[src/rtl/matrix_result_drain_if.sv]
// Tile input bus from the calc array and result stream to the downstream writer.
interface matrix_result_drain_if #(
  parameter int unsigned DATA_WIDTH             = 8,
  parameter int unsigned FIRST_MATRIX_ROW_SIZE  = 3,
  parameter int unsigned SECOND_MATRIX_COL_SIZE = 3,
  parameter int unsigned FIRST_BLOCK_ROW_SIZE   = 3,
  parameter int unsigned SECOND_BLOCK_COL_SIZE  = 3
);
  localparam int unsigned RES_WIDTH = 2 * DATA_WIDTH;
  localparam int unsigned TILES_R   = (FIRST_MATRIX_ROW_SIZE + FIRST_BLOCK_ROW_SIZE - 1) / FIRST_BLOCK_ROW_SIZE;
  localparam int unsigned TILES_C   = (SECOND_MATRIX_COL_SIZE + SECOND_BLOCK_COL_SIZE - 1) / SECOND_BLOCK_COL_SIZE;
  localparam int unsigned TR_W      = (TILES_R > 1) ? $clog2(TILES_R) : 1;
  localparam int unsigned TC_W      = (TILES_C > 1) ? $clog2(TILES_C) : 1;
  localparam int unsigned ROW_W     = (FIRST_MATRIX_ROW_SIZE > 1) ? $clog2(FIRST_MATRIX_ROW_SIZE) : 1;
  localparam int unsigned COL_W     = (SECOND_MATRIX_COL_SIZE > 1) ? $clog2(SECOND_MATRIX_COL_SIZE) : 1;
  localparam int unsigned TDATA_W   = FIRST_BLOCK_ROW_SIZE * SECOND_BLOCK_COL_SIZE * RES_WIDTH;

  // tile side
  logic                 tile_valid;
  logic                 tile_ready;
  logic [TR_W-1:0]      tile_row_idx;
  logic [TC_W-1:0]      tile_col_idx;
  logic                 tile_first;
  logic                 tile_last;
  logic [TDATA_W-1:0]   tile_data;

  // result side
  logic                 out_valid;
  logic                 out_ready;
  logic [RES_WIDTH-1:0] out_data;
  logic [ROW_W-1:0]     out_row;
  logic [COL_W-1:0]     out_col;
  logic                 out_last;
  logic                 busy;

  modport master (
    output tile_valid, tile_row_idx, tile_col_idx, tile_first, tile_last, tile_data, out_ready,
    input  tile_ready, out_valid, out_data, out_row, out_col, out_last, busy
  );

  modport slave (
    input  tile_valid, tile_row_idx, tile_col_idx, tile_first, tile_last, tile_data, out_ready,
    output tile_ready, out_valid, out_data, out_row, out_col, out_last, busy
  );
endinterface

[src/rtl/matrix_result_drain.sv]
// Collects k-block partial tiles into a result buffer, then streams the
// finished matrix out row-major once every tile has seen its last k-block.
module matrix_result_drain #(
  parameter int unsigned DATA_WIDTH             = 8,
  parameter int unsigned FIRST_MATRIX_ROW_SIZE  = 3,
  parameter int unsigned SECOND_MATRIX_COL_SIZE = 3,
  parameter int unsigned FIRST_BLOCK_ROW_SIZE   = 3,
  parameter int unsigned SECOND_BLOCK_COL_SIZE  = 3
) (
  input  logic                  clock,
  input  logic                  reset,
  matrix_result_drain_if.slave  bus
);
  localparam int unsigned M         = FIRST_MATRIX_ROW_SIZE;
  localparam int unsigned N         = SECOND_MATRIX_COL_SIZE;
  localparam int unsigned BR        = FIRST_BLOCK_ROW_SIZE;
  localparam int unsigned BC        = SECOND_BLOCK_COL_SIZE;
  localparam int unsigned RES_WIDTH = 2 * DATA_WIDTH;
  localparam int unsigned TILES_R   = (M + BR - 1) / BR;
  localparam int unsigned TILES_C   = (N + BC - 1) / BC;
  localparam int unsigned NT        = TILES_R * TILES_C;
  localparam int unsigned NE        = M * N;
  localparam int unsigned TR_W      = (TILES_R > 1) ? $clog2(TILES_R) : 1;
  localparam int unsigned TC_W      = (TILES_C > 1) ? $clog2(TILES_C) : 1;
  localparam int unsigned ROW_W     = (M > 1) ? $clog2(M) : 1;
  localparam int unsigned COL_W     = (N > 1) ? $clog2(N) : 1;
  localparam int unsigned IDX_W     = (NE > 1) ? $clog2(NE) : 1;

  typedef enum logic {
    COLLECT = 1'b0,
    DRAIN   = 1'b1
  } state_t;

  state_t               r_state;
  state_t               w_state_nxt;

  logic [RES_WIDTH-1:0] r_buf     [NE];
  logic [RES_WIDTH-1:0] w_buf_nxt [NE];
  logic [RES_WIDTH-1:0] w_elem    [NE];
  logic [NE-1:0]        w_hit;

  logic [NT-1:0]        r_done;
  logic [NT-1:0]        w_done_nxt;
  logic [NT-1:0]        w_done_upd;
  logic [NT-1:0]        w_tile_hit;

  logic                 w_accept;
  logic                 w_all_done;
  logic                 w_handshake;

  logic                 r_tile_ready;
  logic                 r_out_valid;
  logic [RES_WIDTH-1:0] r_out_data;
  logic [ROW_W-1:0]     r_out_row;
  logic [COL_W-1:0]     r_out_col;
  logic                 r_out_last;
  logic                 r_busy;

  logic                 w_tile_ready_nxt;
  logic                 w_out_valid_nxt;
  logic [RES_WIDTH-1:0] w_out_data_nxt;
  logic [ROW_W-1:0]     w_out_row_nxt;
  logic [COL_W-1:0]     w_out_col_nxt;
  logic                 w_out_last_nxt;
  logic                 w_busy_nxt;

  logic [ROW_W-1:0]     w_adv_row;
  logic [COL_W-1:0]     w_adv_col;
  logic [IDX_W-1:0]     w_adv_idx;
  logic                 w_adv_last;

  assign w_accept    = bus.tile_valid && r_tile_ready;
  assign w_handshake = r_out_valid && bus.out_ready;

  // Per-element buffer update: only positions inside the matrix are ever
  // hit, so edge padding and out-of-range tile indices fall away naturally.
  for (genvar r = 0; r < int'(M); r++) begin : g_row
    for (genvar c = 0; c < int'(N); c++) begin : g_col
      localparam int unsigned K = r * N + c;
      localparam int unsigned E = (r % BR) * BC + (c % BC);
      assign w_hit[K]     = w_accept
                         && (bus.tile_row_idx == TR_W'(r / BR))
                         && (bus.tile_col_idx == TC_W'(c / BC));
      assign w_elem[K]    = bus.tile_data[E*RES_WIDTH +: RES_WIDTH];
      assign w_buf_nxt[K] = !w_hit[K]      ? r_buf[K]
                          : bus.tile_first ? w_elem[K]
                          :                  r_buf[K] + w_elem[K];
    end
  end

  // Done-flag set for the addressed tile; setting an already-set flag is harmless.
  for (genvar tr = 0; tr < int'(TILES_R); tr++) begin : g_trow
    for (genvar tc = 0; tc < int'(TILES_C); tc++) begin : g_tcol
      assign w_tile_hit[tr*TILES_C + tc] = w_accept && bus.tile_last
                                        && (bus.tile_row_idx == TR_W'(tr))
                                        && (bus.tile_col_idx == TC_W'(tc));
    end
  end

  assign w_done_upd = r_done | w_tile_hit;
  assign w_all_done = &w_done_upd;

  // Row-major successor of the element currently presented.
  always_comb begin
    w_adv_row = r_out_row;
    w_adv_col = r_out_col + 1'b1;
    if (r_out_col == COL_W'(N - 1)) begin
      w_adv_col = '0;
      w_adv_row = r_out_row + 1'b1;
    end
  end

  assign w_adv_idx  = IDX_W'(w_adv_row) * IDX_W'(N) + IDX_W'(w_adv_col);
  assign w_adv_last = (w_adv_row == ROW_W'(M - 1)) && (w_adv_col == COL_W'(N - 1));

  // Result buffer: no reset, every drain is preceded by tile_first overwrites.
  always_ff @(posedge clock) begin
    for (int k = 0; k < int'(NE); k++) begin
      r_buf[k] <= w_buf_nxt[k];
    end
  end

  // State register.
  always_ff @(posedge clock or posedge reset) begin
    if (reset) begin
      r_state <= COLLECT;
    end else begin
      r_state <= w_state_nxt;
    end
  end

  // Next-state and next-output decode.
  always_comb begin
    w_state_nxt      = r_state;
    w_done_nxt       = r_done;
    w_tile_ready_nxt = r_tile_ready;
    w_out_valid_nxt  = r_out_valid;
    w_out_data_nxt   = r_out_data;
    w_out_row_nxt    = r_out_row;
    w_out_col_nxt    = r_out_col;
    w_out_last_nxt   = r_out_last;
    w_busy_nxt       = r_busy;
    case (r_state)
      COLLECT: begin
        w_done_nxt = w_done_upd;
        if (w_accept && w_all_done) begin
          // first element must already include the completing tile
          w_state_nxt      = DRAIN;
          w_tile_ready_nxt = 1'b0;
          w_out_valid_nxt  = 1'b1;
          w_busy_nxt       = 1'b1;
          w_out_data_nxt   = w_buf_nxt[0];
          w_out_row_nxt    = '0;
          w_out_col_nxt    = '0;
          w_out_last_nxt   = (NE == 1);
        end
      end
      DRAIN: begin
        if (w_handshake) begin
          if (r_out_last) begin
            w_state_nxt      = COLLECT;
            w_done_nxt       = '0;
            w_tile_ready_nxt = 1'b1;
            w_out_valid_nxt  = 1'b0;
            w_busy_nxt       = 1'b0;
            w_out_last_nxt   = 1'b0;
            w_out_row_nxt    = '0;
            w_out_col_nxt    = '0;
          end else begin
            w_out_row_nxt    = w_adv_row;
            w_out_col_nxt    = w_adv_col;
            w_out_data_nxt   = r_buf[w_adv_idx];
            w_out_last_nxt   = w_adv_last;
          end
        end
      end
      default: begin
        w_state_nxt = COLLECT;
      end
    endcase
  end

  // Registered outputs and tile completion flags.
  always_ff @(posedge clock or posedge reset) begin
    if (reset) begin
      r_done       <= '0;
      r_tile_ready <= 1'b1;
      r_out_valid  <= 1'b0;
      r_out_data   <= '0;
      r_out_row    <= '0;
      r_out_col    <= '0;
      r_out_last   <= 1'b0;
      r_busy       <= 1'b0;
    end else begin
      r_done       <= w_done_nxt;
      r_tile_ready <= w_tile_ready_nxt;
      r_out_valid  <= w_out_valid_nxt;
      r_out_data   <= w_out_data_nxt;
      r_out_row    <= w_out_row_nxt;
      r_out_col    <= w_out_col_nxt;
      r_out_last   <= w_out_last_nxt;
      r_busy       <= w_busy_nxt;
    end
  end

  assign bus.tile_ready = r_tile_ready;
  assign bus.out_valid  = r_out_valid;
  assign bus.out_data   = r_out_data;
  assign bus.out_row    = r_out_row;
  assign bus.out_col    = r_out_col;
  assign bus.out_last   = r_out_last;
  assign bus.busy       = r_busy;

endmodule
[src/flat_wrapper.sv]
// flat-port wrapper written by rule: the top's interface ports become plain ports
module matrix_result_drain_flat 
#(
  parameter int unsigned DATA_WIDTH             = 8,
  parameter int unsigned FIRST_MATRIX_ROW_SIZE  = 3,
  parameter int unsigned SECOND_MATRIX_COL_SIZE = 3,
  parameter int unsigned FIRST_BLOCK_ROW_SIZE   = 3,
  parameter int unsigned SECOND_BLOCK_COL_SIZE  = 3
)
  (clock, reset, bus_tile_valid, bus_tile_row_idx, bus_tile_col_idx, bus_tile_first, bus_tile_last, bus_tile_data, bus_out_ready, bus_tile_ready, bus_out_valid, bus_out_data, bus_out_row, bus_out_col, bus_out_last, bus_busy);
  matrix_result_drain_if #(.DATA_WIDTH(DATA_WIDTH), .FIRST_MATRIX_ROW_SIZE(FIRST_MATRIX_ROW_SIZE), .SECOND_MATRIX_COL_SIZE(SECOND_MATRIX_COL_SIZE), .FIRST_BLOCK_ROW_SIZE(FIRST_BLOCK_ROW_SIZE), .SECOND_BLOCK_COL_SIZE(SECOND_BLOCK_COL_SIZE)) bus_i ();
  input  logic clock;
  input  logic reset;
  input wire logic [$bits(bus_i.tile_valid)-1:0] bus_tile_valid;
  input wire logic [$bits(bus_i.tile_row_idx)-1:0] bus_tile_row_idx;
  input wire logic [$bits(bus_i.tile_col_idx)-1:0] bus_tile_col_idx;
  input wire logic [$bits(bus_i.tile_first)-1:0] bus_tile_first;
  input wire logic [$bits(bus_i.tile_last)-1:0] bus_tile_last;
  input wire logic [$bits(bus_i.tile_data)-1:0] bus_tile_data;
  input wire logic [$bits(bus_i.out_ready)-1:0] bus_out_ready;
  output wire logic [$bits(bus_i.tile_ready)-1:0] bus_tile_ready;
  output wire logic [$bits(bus_i.out_valid)-1:0] bus_out_valid;
  output wire logic [$bits(bus_i.out_data)-1:0] bus_out_data;
  output wire logic [$bits(bus_i.out_row)-1:0] bus_out_row;
  output wire logic [$bits(bus_i.out_col)-1:0] bus_out_col;
  output wire logic [$bits(bus_i.out_last)-1:0] bus_out_last;
  output wire logic [$bits(bus_i.busy)-1:0] bus_busy;
  assign bus_i.tile_valid = bus_tile_valid;
  assign bus_i.tile_row_idx = bus_tile_row_idx;
  assign bus_i.tile_col_idx = bus_tile_col_idx;
  assign bus_i.tile_first = bus_tile_first;
  assign bus_i.tile_last = bus_tile_last;
  assign bus_i.tile_data = bus_tile_data;
  assign bus_i.out_ready = bus_out_ready;
  assign bus_tile_ready = bus_i.tile_ready;
  assign bus_out_valid = bus_i.out_valid;
  assign bus_out_data = bus_i.out_data;
  assign bus_out_row = bus_i.out_row;
  assign bus_out_col = bus_i.out_col;
  assign bus_out_last = bus_i.out_last;
  assign bus_busy = bus_i.busy;
  matrix_result_drain #(.DATA_WIDTH(DATA_WIDTH), .FIRST_MATRIX_ROW_SIZE(FIRST_MATRIX_ROW_SIZE), .SECOND_MATRIX_COL_SIZE(SECOND_MATRIX_COL_SIZE), .FIRST_BLOCK_ROW_SIZE(FIRST_BLOCK_ROW_SIZE), .SECOND_BLOCK_COL_SIZE(SECOND_BLOCK_COL_SIZE)) u_core (.clock(clock), .reset(reset), .bus(bus_i));
endmodule
[config.mk]
export PLATFORM = sky130hd
export DESIGN_NAME = matrix_result_drain_flat
export DESIGN_NICKNAME = d
export VERILOG_FILES = /design/src/rtl/matrix_result_drain_if.sv /design/src/rtl/matrix_result_drain.sv /design/src/flat_wrapper.sv
export SDC_FILE = /design/constraint.sdc
export NUM_CORES = 1
export LEC_CHECK = 0
export ABC_CLOCK_PERIOD_IN_PS = 8300
export CAP_MARGIN = 25
export CORE_MARGIN = 2
export CORE_UTILIZATION = 35
export CTS_CLUSTER_SIZE = 28
export DETAILED_ROUTE_END_ITERATION = 8
export PLACE_DENSITY = 0.65
export REMOVE_ABC_BUFFERS = 1
export SYNTH_ARGS = -nofsm -noshare
export SYNTH_HDL_FRONTEND = slang
export SYNTH_SLANG_ARGS = --single-unit
[constraint.sdc]
create_clock -name clock -period 8.3 [get_ports clock]
set_clock_uncertainty 0.1 [all_clocks]
set_input_delay 0.83 -clock clock [delete_from_list [all_inputs] [get_ports clock]]
set_output_delay 0.83 -clock clock [all_outputs]
set_load 0.1 [all_outputs]
# After elaboration in Yosys (flattened, before gate mapping)
# Memory sizes are Yosys's and may differ from the RTL's.
# Index checks and enable logic that the tools add are counted.
[totals]
regBits = 25
elab_cells = 93
latchBits = 0
ramBits = 144
input_bits = 152
out_inout_bits = 24
mem_count = 1
mem_bits_ro = 0
[classes]
n_mul = 1
n_shift = 0
n_bitwise = 4
magnitude_cmp = 0
n_reduce_logical = 13
mux = 47
addsub = 12
div = 0
n_eq_ne = 7
[memory_table]
columns = ["name", "depth", "word_bits", "rd", "rd_clocked_by_memory_dff", "write_ports", "line_no", "rtl"]
rows = [
  ["u_core.r_buf", 9, 16, 10, 0, 9, "matrix_result_drain.sv:37", "logic [RES_WIDTH-1:0] r_buf [NE];"],
]
[ops]
columns = ["cell", "n"]
rows = [
  ["2-to-1 mux 16 bit", 21],
  ["adder 16 bit", 9],
  ["case mux 16 bit (2 select lines)", 1],
  ["2-to-1 mux 2 bit", 7],
  ["2-to-1 mux 1 bit", 11],
  ["case mux 1 bit (2 select lines)", 5],
  ["logical AND 1 bit", 9],
  ["case mux 2 bit (2 select lines)", 2],
  ["== test 2 bit (second input constant)", 3],
  ["inequality test 2 bit (second input constant)", 3],
  ["AND reduction 3 bit", 2],
  ["adder 2 x 1 -> 2 bit (second input constant)", 2],
  ["adder 4 x 2 -> 4 bit", 1],
  ["multiplier 2 x 2 -> 4 bit (second input constant)", 1],
  ["AND reduction 2 bit", 2],
  ["NOT 1 bit", 3],
  ["inequality test 2 x 1 -> 1 bit (second input constant)", 1],
  ["bitwise OR 1 bit", 1],
]

# Logic depth before layout (Yosys ltp)
# Gate-level depths: netlist of the first run.
[logic_depth]
depth_word = 8
mapped_depth = 14
ltp_nobuf = 13

# Worst setup path before layout of the first run
# Ideal clock, no wire load.
[synth_timing]
path_type = "register to register"
from = "reg u_core.r_out_col[1] (netlist: u_core.bus.out_col[1])"
to = "reg u_core.r_out_data[14] (netlist: u_core.bus.out_data[14])"
setup_time_ns = 0.131
stages_incl_launch_ff = 14
t_arrival_ns = 4.315
slack_ns = 3.754
cell_sequence = "dfrtp_1 nor2b_1 nand2_1 xnor2_1 fa_1 ha_1 fa_1 buf_2 buf_1 mux4_2 mux2i_1 o21ai_0 a22oi_1 o31ai_1"
[synth_via]
elab_chain_cells = 8
elab_cells_between_ends = 10
cone_classes = "add/sub: 2; mul: 1; eq/ne: 1; mux: 5; memory: 1"
[synth_rtl]
columns = ["element", "line_no", "rtl"]
rows = [
  ["from (decl)", "matrix_result_drain.sv:55", "logic [COL_W-1:0] r_out_col;"],
  ["from (signal assigned)", "matrix_result_drain.sv:200", "r_out_col <= w_out_col_nxt;"],
  ["== test 2 bit", "matrix_result_drain.sv:107", "if (r_out_col == COL_W'(N - 1)) begin"],
  ["2-to-1 mux 2 bit", "matrix_result_drain.sv:107", ""],
  ["multiplier 2 x 2 -> 4 bit", "matrix_result_drain.sv:113", "assign w_adv_idx = IDX_W'(w_adv_row) * IDX_W'(N) + IDX_W'(w_adv_col);"],
  ["adder 4 x 2 -> 4 bit (*)", "matrix_result_drain.sv:113", ""],
  ["memory (9 x 16 bit) (*)", "--", ""],
  ["2-to-1 mux 16 bit (*)", "matrix_result_drain.sv:160", "if (r_out_last) begin"],
  ["2-to-1 mux 16 bit (*)", "matrix_result_drain.sv:159", "if (w_handshake) begin"],
  ["case mux 16 bit (2 select lines) (*)", "matrix_result_drain.sv:143", "case (r_state)"],
  ["to (signal assigned)", "matrix_result_drain.sv:198", "r_out_data <= w_out_data_nxt;"],
  ["to (decl)", "matrix_result_drain.sv:53", "logic [RES_WIDTH-1:0] r_out_data;"],
]
# Every way passes the cells marked *; elsewhere a longest branch is shown, timed or not. The select of a mux whose other input is x is not followed.
# A chain may end at the register's enable or synchronous reset.

# Final worst setup path of the first run
[layout_timing]
from = "reg u_core.r_out_col[1] (netlist: u_core.bus.out_col[1])"
to = "reg u_core.r_out_data[13] (netlist: u_core.bus.out_data[13])"
# The elaborated chain is that of the path after synthesis.

==> results of run 1 <==
==> flip-flops by register name, indices dropped and copies added, names as in the netlist <==
register and flops:
u_core.bus.out_col 2, u_core.bus.out_data 16, u_core.bus.out_last 1, u_core.bus.out_row 2, u_core.bus.out_valid 1, u_core.bus.tile_ready 1
u_core.r_buf 144, u_core.r_done 1, u_core.r_state 1
==> metrics by stage <==
stage	cells	worst slack (ns)	power, uW	instance area (sq um)	utilization, %
3_5_place_dp	2192	4.16	1330	16700	40.9
5_1_grt	2226	3.89	2230	17300	42.5
4_1_cts	2224	4.14	2150	17300	42.4
2_1_floorplan	1479	3.41	1160	14200	-
3_3_place_gp	2191	4.15	1320	16700	40.9
6_report	2226	4.17	2140	17300	42.5
==> worst max-delay path: cells and delay by family (launching register included) <==
kind                       cells  cell delay [ns]
AOI/OAI and AO/OA              4             0.40
xor gates and xnor gates       1             0.41
adders and majority gates      3             1.22
buffers and inverters          1             0.42
DFF                            1             0.39
muxes                          2             0.62
and+or+nand+nor                3             0.37
==> metal layers <==
layer	share of wire (%)	global-route usage, %	vias up
met5	0	0	-
met4	2.3	5.76	0
met3	6.2	3.12	45
met2	47	33.2	436
met1	45	26.8	6032
li1	-	-	6093
==> worst paths after layout <==
| check | start | end | slack (ns) |
|---|---|---|---|
| min in group asynchronous | reset | u_core.bus.out_valid$_DFFE_PP0P_ | 0.55 |
| max in group asynchronous | reset | u_core.bus.tile_ready$_DFFE_PP1P_ | 7.07 |
| max | u_core.bus.out_col[1]$_DFFE_PP0P_ | u_core.bus.out_data[13]$_DFFE_PP0P_ | 4.17 |
| min | u_core.r_buf[0][2]$_DFF_P_ | u_core.r_buf[0][2]$_DFF_P_ | 0.45 |
| min reg2reg | u_core.r_buf[0][2]$_DFF_P_ | u_core.r_buf[0][2]$_DFF_P_ | 0.45 |
| max reg2reg | u_core.bus.out_col[1]$_DFFE_PP0P_ | u_core.bus.out_data[13]$_DFFE_PP0P_ | 4.17 |
==> logic make-up (layout without fill, tap and decap cells) <==
family	count (synthesis)	after routing	synth area share (%)
flops	169	169	33.1
buf+inv	103	259	3.00
xor+xnor	111	111	6.71
simple gates	423	423	13.5
mux	76	76	8.17
compound gates	507	507	22.1
fa+ha+maj	149	149	13.4
==> cells in the final DEF (no fill, tap or decap), types with 14 or more instances in the layout <==
master,count
a211oi_1,21
a21o_1,40
a21oi_1,95
clkbuf_16,18
clkdlybuf4s50_1,174
dfrtp_1,24
dfxtp_1,16
edfxtp_1,128
ha_1,137
inv_1,43
mux2_2,18
mux2i_1,26
mux4_2,32
nand2_1,204
nand2b_1,31
nand3_1,26
nor2_1,74
nor2b_1,16
nor3_1,15
o211ai_1,28
o21a_1,19
o21ai_0,192
o31ai_1,14
xnor2_1,51
xor2_1,60
==> cell type report <==
type	count	share of cell area, %
multi-input combinational	1266	53.4
sequential	169	27.6
timing repair buffer	183	10.8
tap	532	3.84
clock buffer	18	2.47
inverter	44	0.981
clock inverter	14	0.851
==> where the power goes <==
part / internal, uW / switching [uW]
registers: 918 / 0
clock network: 446 / 381
logic: 188 / 207
==> results.yml, run 1 <==
synth:
  synth-main-ff-cell: "edfxtp_1"
  syn-instance-count: 1538
  synth_area_leaders: "edfxtp_1 (27%), ha_1 (12%), o21ai_0 (6.6%), nand2_1 (5.3%), mux4_2 (5.0%)"
  ys_types: 79
  synth_edf_count: 128
  synth.most_common_cell: "nand2_1"
  yosysTopAreaCellShare_pct: 26.5
  ys_seq_elements: 169
  synth_area_sq_um: 14500
  yosys_warnings: 0
  syn_area_per_cell_sq_um: 9.42
  yosys.area.top_type: "edfxtp_1"
  async_flop_share_pct: 14.8
  ys_top_cells_by_count: "nand2_1 (204), o21ai_0 (192), ha_1 (138)"
  synth_seq_area_share_pct: 33.1
place:
  portBuffers: 175
  routabilityCongestion: 0.931
  hpwl_mm: 33.6
cells_and_area:
  fin_nets: 1982
  final_layout_size_suffix_gt1_share_pct: 6.38
  multi_input_area_sq_um: 9270
  area_growth_pct: 19.7
  num_antenna_cells: 0
  seq_area_sq_um: 4790
  fill_cells: 3920
cts:
  cts-buffers-inserted: 17
  post_cts_resize_count: 0
  worstSkewPairLatency_ns: 0.45
  post_cts_buffers: 0
  clk_pin_slew_ns: 0.07
  cts_buffer_depth: 2
  ctsHtreeMaxLevel: 4
  cts_tree: "built"
  cts_sinks: 169
  clock-root-buffer: "clkbuf_16"
  hold_buffers: 0
worst_hold_path:
  hp-class: "reg -> reg"
  hold_depth: 2
routing:
  drt-wirelength-per-cell_um: 19.4
  vias: 12600
  routed_wl_mm: 43.2
  drtPass1Iterations: 5
  drc_errors: 0
  ant_nets: 0
  drt_iter0_drc: 946
  avgViaCountPerCell: 5.66
global_routing:
  grt_max_degree: 203
  grt_pass1_wl_mm: 67.8
  antenna_found_initial: 0
  grt_pass1_vias: 12400
  grt_usage_pct: 19.9
  grt-ovfl-total: 0
pwr:
  power_density_nw_per_um2: 123
  leakage_uw: 0.00667
  vdd_drop_max_mv: 0.146
floorplanning:
  initial_core_util_pct: 35.5
  fp-row-count: 74
  die-width_um: 207
  die_area_sq_um: 43000
  pin_count: 176
  coreArea_sq_um: 40800
  die_y_um: 207
setup_path:
  r2r_cells: 14
  start_kind: "flop"
  crit_chain: "nor2b_1, nand2_1, xnor2_1, fa_1, ha_1, fa_1, buf_4, mux4_2, mux2i_1, o21ai_0, nand2_1, o211ai_1, o211ai_1, a41oi_1"
  crit_arrival_ns: 4.31
  cp_slowest_cell: "fa_1"
  cp-end-kind: "flop"
  cpPeakStageDelay_ns: 0.50
  cp_max_fo: 32
  worstSetupPathType: "reg -> reg"
  cp_data_required_time_ns: 8.48
timing:
  worst_slew_pin_slew_ns: 0.977
  min_period_over_period_pct: 49.7
  drv_slew: 0
  grt_setup_unrepaired: "false"
  clock.fmax_ghz: 0.242
  whs_ns: 0.449
  setup_viol_count_final: 0
  finalHoldViolations: 0
  setup_tns_ns: 0
  relSlewSlack_pct: 34.6
  period_minus_slack_ns: 4.13
job:
  cap_violations: 0
status:
  status: "finished clean"
No activity file was read; power rests on OpenSTA's default activity.
==> run 2, diff against run 1 <==
--- a/config.mk
+++ b/config.mk
@@ -5,13 +5,13 @@
 export SDC_FILE = /design/constraint.sdc
 export NUM_CORES = 1
 export LEC_CHECK = 0
-export ABC_CLOCK_PERIOD_IN_PS = 8300
+export ABC_CLOCK_PERIOD_IN_PS = 3700
 export CAP_MARGIN = 25
 export CORE_MARGIN = 2
 export CORE_UTILIZATION = 35
 export CTS_CLUSTER_SIZE = 28
 export DETAILED_ROUTE_END_ITERATION = 8
-export PLACE_DENSITY = 0.65
+export PLACE_DENSITY = 0.67
 export REMOVE_ABC_BUFFERS = 1
 export SYNTH_ARGS = -nofsm -noshare
 export SYNTH_HDL_FRONTEND = slang
==> constraint.sdc (replaced) <==
create_clock -name clock -period 3.7 [get_ports clock]
set_clock_uncertainty 0.1 [all_clocks]
set_input_delay 0.37 -clock clock [delete_from_list [all_inputs] [get_ports clock]]
set_output_delay 0.37 -clock clock [all_outputs]
set_load 0.1 [all_outputs]
==> run 2 against run 1 <==
- flip-flop and latch count unchanged
- worst setup slack got worse by 4.0 ns
- worst hold slack got worse by 0.39 ns
- fmax increased by 16%
- critical endpoint is now u_core.bus.out_data[11]$_DFFE_PP0P_
- largest cell class unchanged
- highest routed layer unchanged
==> results.yml, run 2 (synthesized netlist as in run 1, its figures left out) <==
status:
  status: "finished clean"
global_routing:
  grt-ovfl-total: 0
  antenna_found_initial: 0
  grt_pass1_vias: 12300
  grt_max_degree: 129
  grt_usage_pct: 20.3
  grt_pass1_wl_mm: 68.2
cts:
  ctsHtreeMaxLevel: 4
  cts_buffer_depth: 2
  clock-root-buffer: "clkbuf_16"
  clk_pin_slew_ns: 0.07
  cts_tree: "built"
  cts_sinks: 169
  cts-buffers-inserted: 17
  worstSkewPairLatency_ns: 0.45
  hold_buffers: 0
pwr:
  power_density_nw_per_um2: 268
  vdd_drop_max_mv: 0.239
  leakage_uw: 0.00674
setup_path:
  r2r_start: "u_core.bus.out_col[1]$_DFFE_PP0P_"
  crit_chain: "nor2b_4, nand2_1, xnor2_2, fa_1, ha_2, fa_2, buf_6, mux4_2, mux2_2, mux2_2, o22ai_1, a21oi_1"
  cp_slowest_cell: "fa_2"
  r2r_end: "u_core.bus.out_data[11]$_DFFE_PP0P_"
  cp_common_cell: "mux2_2"
  cp_num_buf_inv: 1
  cp_max_fo: 5
  cpPeakStageDelay_ns: 0.61
  r2r_cells: 12
  r2r_slack_ns: 0.13
  cp_top_family: "adder cells"
  start_kind: "flop"
  cp-startpoint: "u_core.bus.out_col[1]$_DFFE_PP0P_"
  cp_data_required_time_ns: 3.92
  cp-end-kind: "flop"
  crit_arrival_ns: 3.80
  worstSetupPathType: "reg -> reg"
routing:
  drt_iter0_drc: 1005
  vias: 12900
  avgViaCountPerCell: 5.75
  routed_wl_mm: 44.5
  drtPass1Iterations: 5
  ant_nets: 0
  drt-wirelength-per-cell_um: 19.9
  drc_errors: 0
floorplanning:
  initial_core_util_pct: 35.5
  die_area_sq_um: 43000
  pin_count: 176
  die_y_um: 207
  fp-row-count: 74
  die-width_um: 207
  coreArea_sq_um: 40800
timing:
  fin_ws_ns: 0.129
  worst_slew_pin_slew_ns: 0.994
  relSlewSlack_pct: 33.5
  clock.fmax_ghz: 0.280
  setup_tns_ns: 0
  period_minus_slack_ns: 3.57
  drv_slew: 0
  finalHoldViolations: 0
  setup_viol_count_final: 0
  min_period_over_period_pct: 96.5
cells_and_area:
  fill_cells: 3849
  final_cell_mix: "nand2_1 (204), o21ai_0 (191), clkdlybuf4s50_1 (174)"
  largest-register: "u_core.r_buf"
  fin_nets: 1995
  largest_reg_flops: 144
  final_layout_size_suffix_gt1_share_pct: 7.26
  seq_area_sq_um: 4790
  num_antenna_cells: 0
  layout_commonest_cell: "nand2_1"
  area_growth_pct: 20.5
  multi_input_area_sq_um: 9300
job:
  cap_violations: 0
place:
  routabilityCongestion: 0.941
  place_ws_ns: 0.119
  portBuffers: 175
  hpwl_mm: 35.2
worst_hold_path:
  hp-class: "in -> async"
run 2: cell types whose count changed in the layout (fill, tap and decap cells not counted), sizes merged:
cell and change:
inv -1, buf +14, clkbuf +6, clkinv -2, clkinvlp -2, bufinv -2
run 2: worst reg2reg max path: cells and delay by family (launching register included):
kind | cells | cell delay, ns
AOI/OAI and AO/OA | 2 | 0.18
adders and majority gates | 3 | 1.30
xor gates and xnor gates | 1 | 0.16
and+or+nand+nor | 2 | 0.31
muxes | 3 | 0.84
DFF | 1 | 0.42
buffers and inverters | 1 | 0.15
run 2: report_power, final:
group	switching (uW)	leakage [uW]	internal (uW)
logic	465	0.00484	424
clock network	808	0.000265	918
registers	0	0.00163	2060
run 2: per-layer routing:
layer	routed length [um]	vias up	global-route usage, %
met5	0	-	0
met1	19800	6237	28.3
met3	3530	47	3.04
met2	20300	483	33.0
met4	827	0	5.27
li1	-	6111	-
run 2: cell type report:
| class | instances | share of cell area, % |
|---|---|---|
| multi-input combinational | 1266 | 53.3 |
| tap | 532 | 3.81 |
| inverter | 44 | 0.975 |
| timing repair buffer | 196 | 11.5 |
| sequential | 169 | 27.4 |
| clock inverter | 7 | 0.258 |
| clock buffer | 25 | 2.79 |
run 2: repair_timing:
item,4_1_cts,5_1_grt
gates resized for setup,0,11
buffers inserted,0,1
endpoints found under the setup margin,0,10
run 2: stage by stage:
| stage | area, sq um | utilization (%) | hold slack [ns] | total power, uW | cells |
|---|---|---|---|---|---|
| 6_report | 17500 | 42.8 | 0.0576 | 4670 | 2239 |
| 3_3_place_gp | 16800 | 41.2 | 0.415 | 2950 | 2203 |
| 5_1_grt | 17500 | 42.8 | 0.0697 | 4860 | 2239 |
| 2_1_floorplan | 14200 | - | 0.297 | 2600 | 1479 |
| 3_5_place_dp | 16900 | 41.3 | 0.428 | 2980 | 2204 |
| 4_1_cts | 17400 | 42.6 | 0.0541 | 4700 | 2236 |
run 2: how the worst max path moves through the flow:
stage                                                to  depth (start not counted)
floorplan           u_core.bus.out_data[11]$_DFFE_PP0P_                         11
global placement     u_core.bus.out_data[5]$_DFFE_PP0P_                         14
detailed placement   u_core.bus.out_data[7]$_DFFE_PP0P_                         12
CTS                  u_core.bus.out_data[7]$_DFFE_PP0P_                         12
global route        u_core.bus.out_data[11]$_DFFE_PP0P_                         12
finish              u_core.bus.out_data[11]$_DFFE_PP0P_                         12
==> run 3, diff against run 2 <==
--- a/config.mk
+++ b/config.mk
@@ -5,13 +5,13 @@
 export SDC_FILE = /design/constraint.sdc
 export NUM_CORES = 1
 export LEC_CHECK = 0
-export ABC_CLOCK_PERIOD_IN_PS = 3700
+export ABC_CLOCK_PERIOD_IN_PS = 4400
 export CAP_MARGIN = 25
 export CORE_MARGIN = 2
 export CORE_UTILIZATION = 35
-export CTS_CLUSTER_SIZE = 28
+export CTS_CLUSTER_SIZE = 40
 export DETAILED_ROUTE_END_ITERATION = 8
-export PLACE_DENSITY = 0.67
+export PLACE_DENSITY = 0.65
 export REMOVE_ABC_BUFFERS = 1
 export SYNTH_ARGS = -nofsm -noshare
 export SYNTH_HDL_FRONTEND = slang
==> constraint.sdc (replaced) <==
create_clock -name clock -period 4.4 [get_ports clock]
set_clock_uncertainty 0.1 [all_clocks]
set_input_delay 0.44 -clock clock [delete_from_list [all_inputs] [get_ports clock]]
set_output_delay 0.44 -clock clock [all_outputs]
set_load 0.1 [all_outputs]
==> run 3 against run 2 <==
- die area unchanged
- routed wire length increased by 0.53%
- fmax fell by 5.4%
- clock power is 15% lower
- highest routed layer is now met5
- global-route usage increased by 0.22 points
- worst setup slack gained 0.50 ns
- largest cell class unchanged
- final area shrank 0.57%
- total power shrank 15%
==> results.yml, run 3 (synthesized netlist as in run 1, its figures left out) <==
status:
  status: "finished clean"
cts:
  post_cts_resize_count: 0
  clock-root-buffer: "clkbuf_16"
  worstSkewPairLatency_ns: 0.44
  cts_sinks: 169
  hold_buffers: 0
  ctsHtreeMaxLevel: 4
  clk_pin_slew_ns: 0.07
  cts_buffer_depth: 2
  cts-buffers-inserted: 17
  cts_tree: "built"
  post_cts_buffers: 0
routing:
  drt-wirelength-per-cell_um: 20.0
  drt_iter0_drc: 921
  vias: 12700
  avgViaCountPerCell: 5.69
  routed_wl_mm: 44.7
  ant_nets: 0
  drtPass1Iterations: 5
  drc_errors: 0
setup_path:
  cp_data_required_time_ns: 4.63
  start_kind: "flop"
  crit_arrival_ns: 4.01
  worstSetupPathType: "reg -> reg"
  cp_max_fo: 23
  cp-end-kind: "flop"
cells_and_area:
  fin_cells: 2232
  final_cell_mix: "nand2_1 (204), o21ai_0 (192), clkdlybuf4s50_1 (174)"
  area_growth_pct: 19.8
  fin_nets: 1988
  num_antenna_cells: 0
  largest-register: "u_core.r_buf"
  fill_cells: 3926
  largest_reg_flops: 144
  final_layout_size_suffix_gt1_share_pct: 6.59
  layout_commonest_cell: "nand2_1"
timing:
  clock.fmax_ghz: 0.265
  min_period_over_period_pct: 85.8
  setup_viol_count_final: 0
  worst_slew_pin_slew_ns: 1.01
  relSlewSlack_pct: 32.5
  finalHoldViolations: 0
  drv_slew: 0
  period_minus_slack_ns: 3.78
  grt_setup_unrepaired: "false"
pwr:
  leakage_uw: 0.00669
  vdd_drop_max_mv: 0.195
  power_density_nw_per_um2: 228
  power.total_uw: 3950
place:
  hpwl_mm: 35.4
  dp.cells: 2199
  portBuffers: 175
  routabilityCongestion: 0.926
job:
  cap_violations: 0
global_routing:
  grt_pass1_vias: 12400
  grt-ovfl-total: 0
  antenna_found_initial: 1
  grt_pass1_wl_mm: 68.8
  grt_max_degree: 172
  grt_usage_pct: 20.5
floorplanning:
  fp-row-count: 74
  die_y_um: 207
  die_area_sq_um: 43000
  die-width_um: 207
  pin_count: 176
  coreArea_sq_um: 40800
  initial_core_util_pct: 35.5
worst_hold_path:
  hp-class: "in -> async"
run 3: cell types whose count changed in the layout (fill, tap and decap cells not counted), sizes merged:
cell / change
buf: -7
clkinvlp: +1
inv: -1
run 3: layout make-up:
class                   count  area [sq um]  area share (%)
multi-input cells        1266          9270            53.4
flip-flops and latches    169          4790            27.6
repair buffers            189          1920            11.0
well taps                 532           666            3.83
clock buffers              25           507            2.92
inverters                  44           170           0.980
clock inverters             7          40.0           0.231
run 3: final timing paths:
check,start,cells after the start,to,slack [ns]
max,u_core.bus.out_col[1]$_DFFE_PP0P_,14,u_core.bus.out_data[5]$_DFFE_PP0P_,0.62
min,reset,2,u_core.bus.out_valid$_DFFE_PP0P_,0.11
max reg2reg,u_core.bus.out_col[1]$_DFFE_PP0P_,14,u_core.bus.out_data[5]$_DFFE_PP0P_,0.62
min reg2reg,u_core.bus.tile_ready$_DFFE_PP1P_,2,u_core.bus.tile_ready$_DFFE_PP1P_,0.44
max in group asynchronous,reset,3,u_core.bus.out_data[5]$_DFFE_PP0P_,3.70
min in group clock,bus_tile_first,3,u_core.r_buf[8][3]$_DFFE_PP_,0.38
run 3: power by group:
group          switching [uW]  leakage, uW  total, uW  internal (uW)
Clock                     674     0.000270       1470            799
Combinational             390      0.00479        746            356
Sequential                  0      0.00163       1730           1730
Total                    1060      0.00669       3950           2890
run 3: per-layer routing:
layer / global-route usage (%) / routed length, um / vias to the layer above
met5: 0 / 13 / -
met4: 4.88 / 753 / 2
met3: 4.08 / 3540 / 37
met2: 33.4 / 20400 / 462
met1: 28.0 / 20000 / 6110
li1: - / - / 6097
run 3: metrics by stage:
stage                     TNS [ns]  utilization (%)  setup slack (ns)  hold slack (ns)  area, sq um
after global routing             0             42.5             0.440            0.130        17400
after floorplan              -4.15                -            -0.492            0.367        14200
final                            0             42.5             0.624            0.111        17400
after global placement           0             41.1             0.707            0.420        16800
after CTS                        0             42.4             0.628            0.376        17300
after detailed placement         0             41.1             0.657            0.429        16800
run 3: critical path, cell delays in order, from the launching register on:
cell and delay [ns]:
dfrtp_1 0.40, nor2b_1 0.21, nand2_1 0.09, xnor2_1 0.13, buf_4 0.15, fa_1 0.46
ha_1 0.22, fa_1 0.77, buf_12 0.23, mux4_2 0.31, mux2i_1 0.16, o21ai_0 0.09
nand2_1 0.08, o311ai_1 0.11, o21a_1 0.14
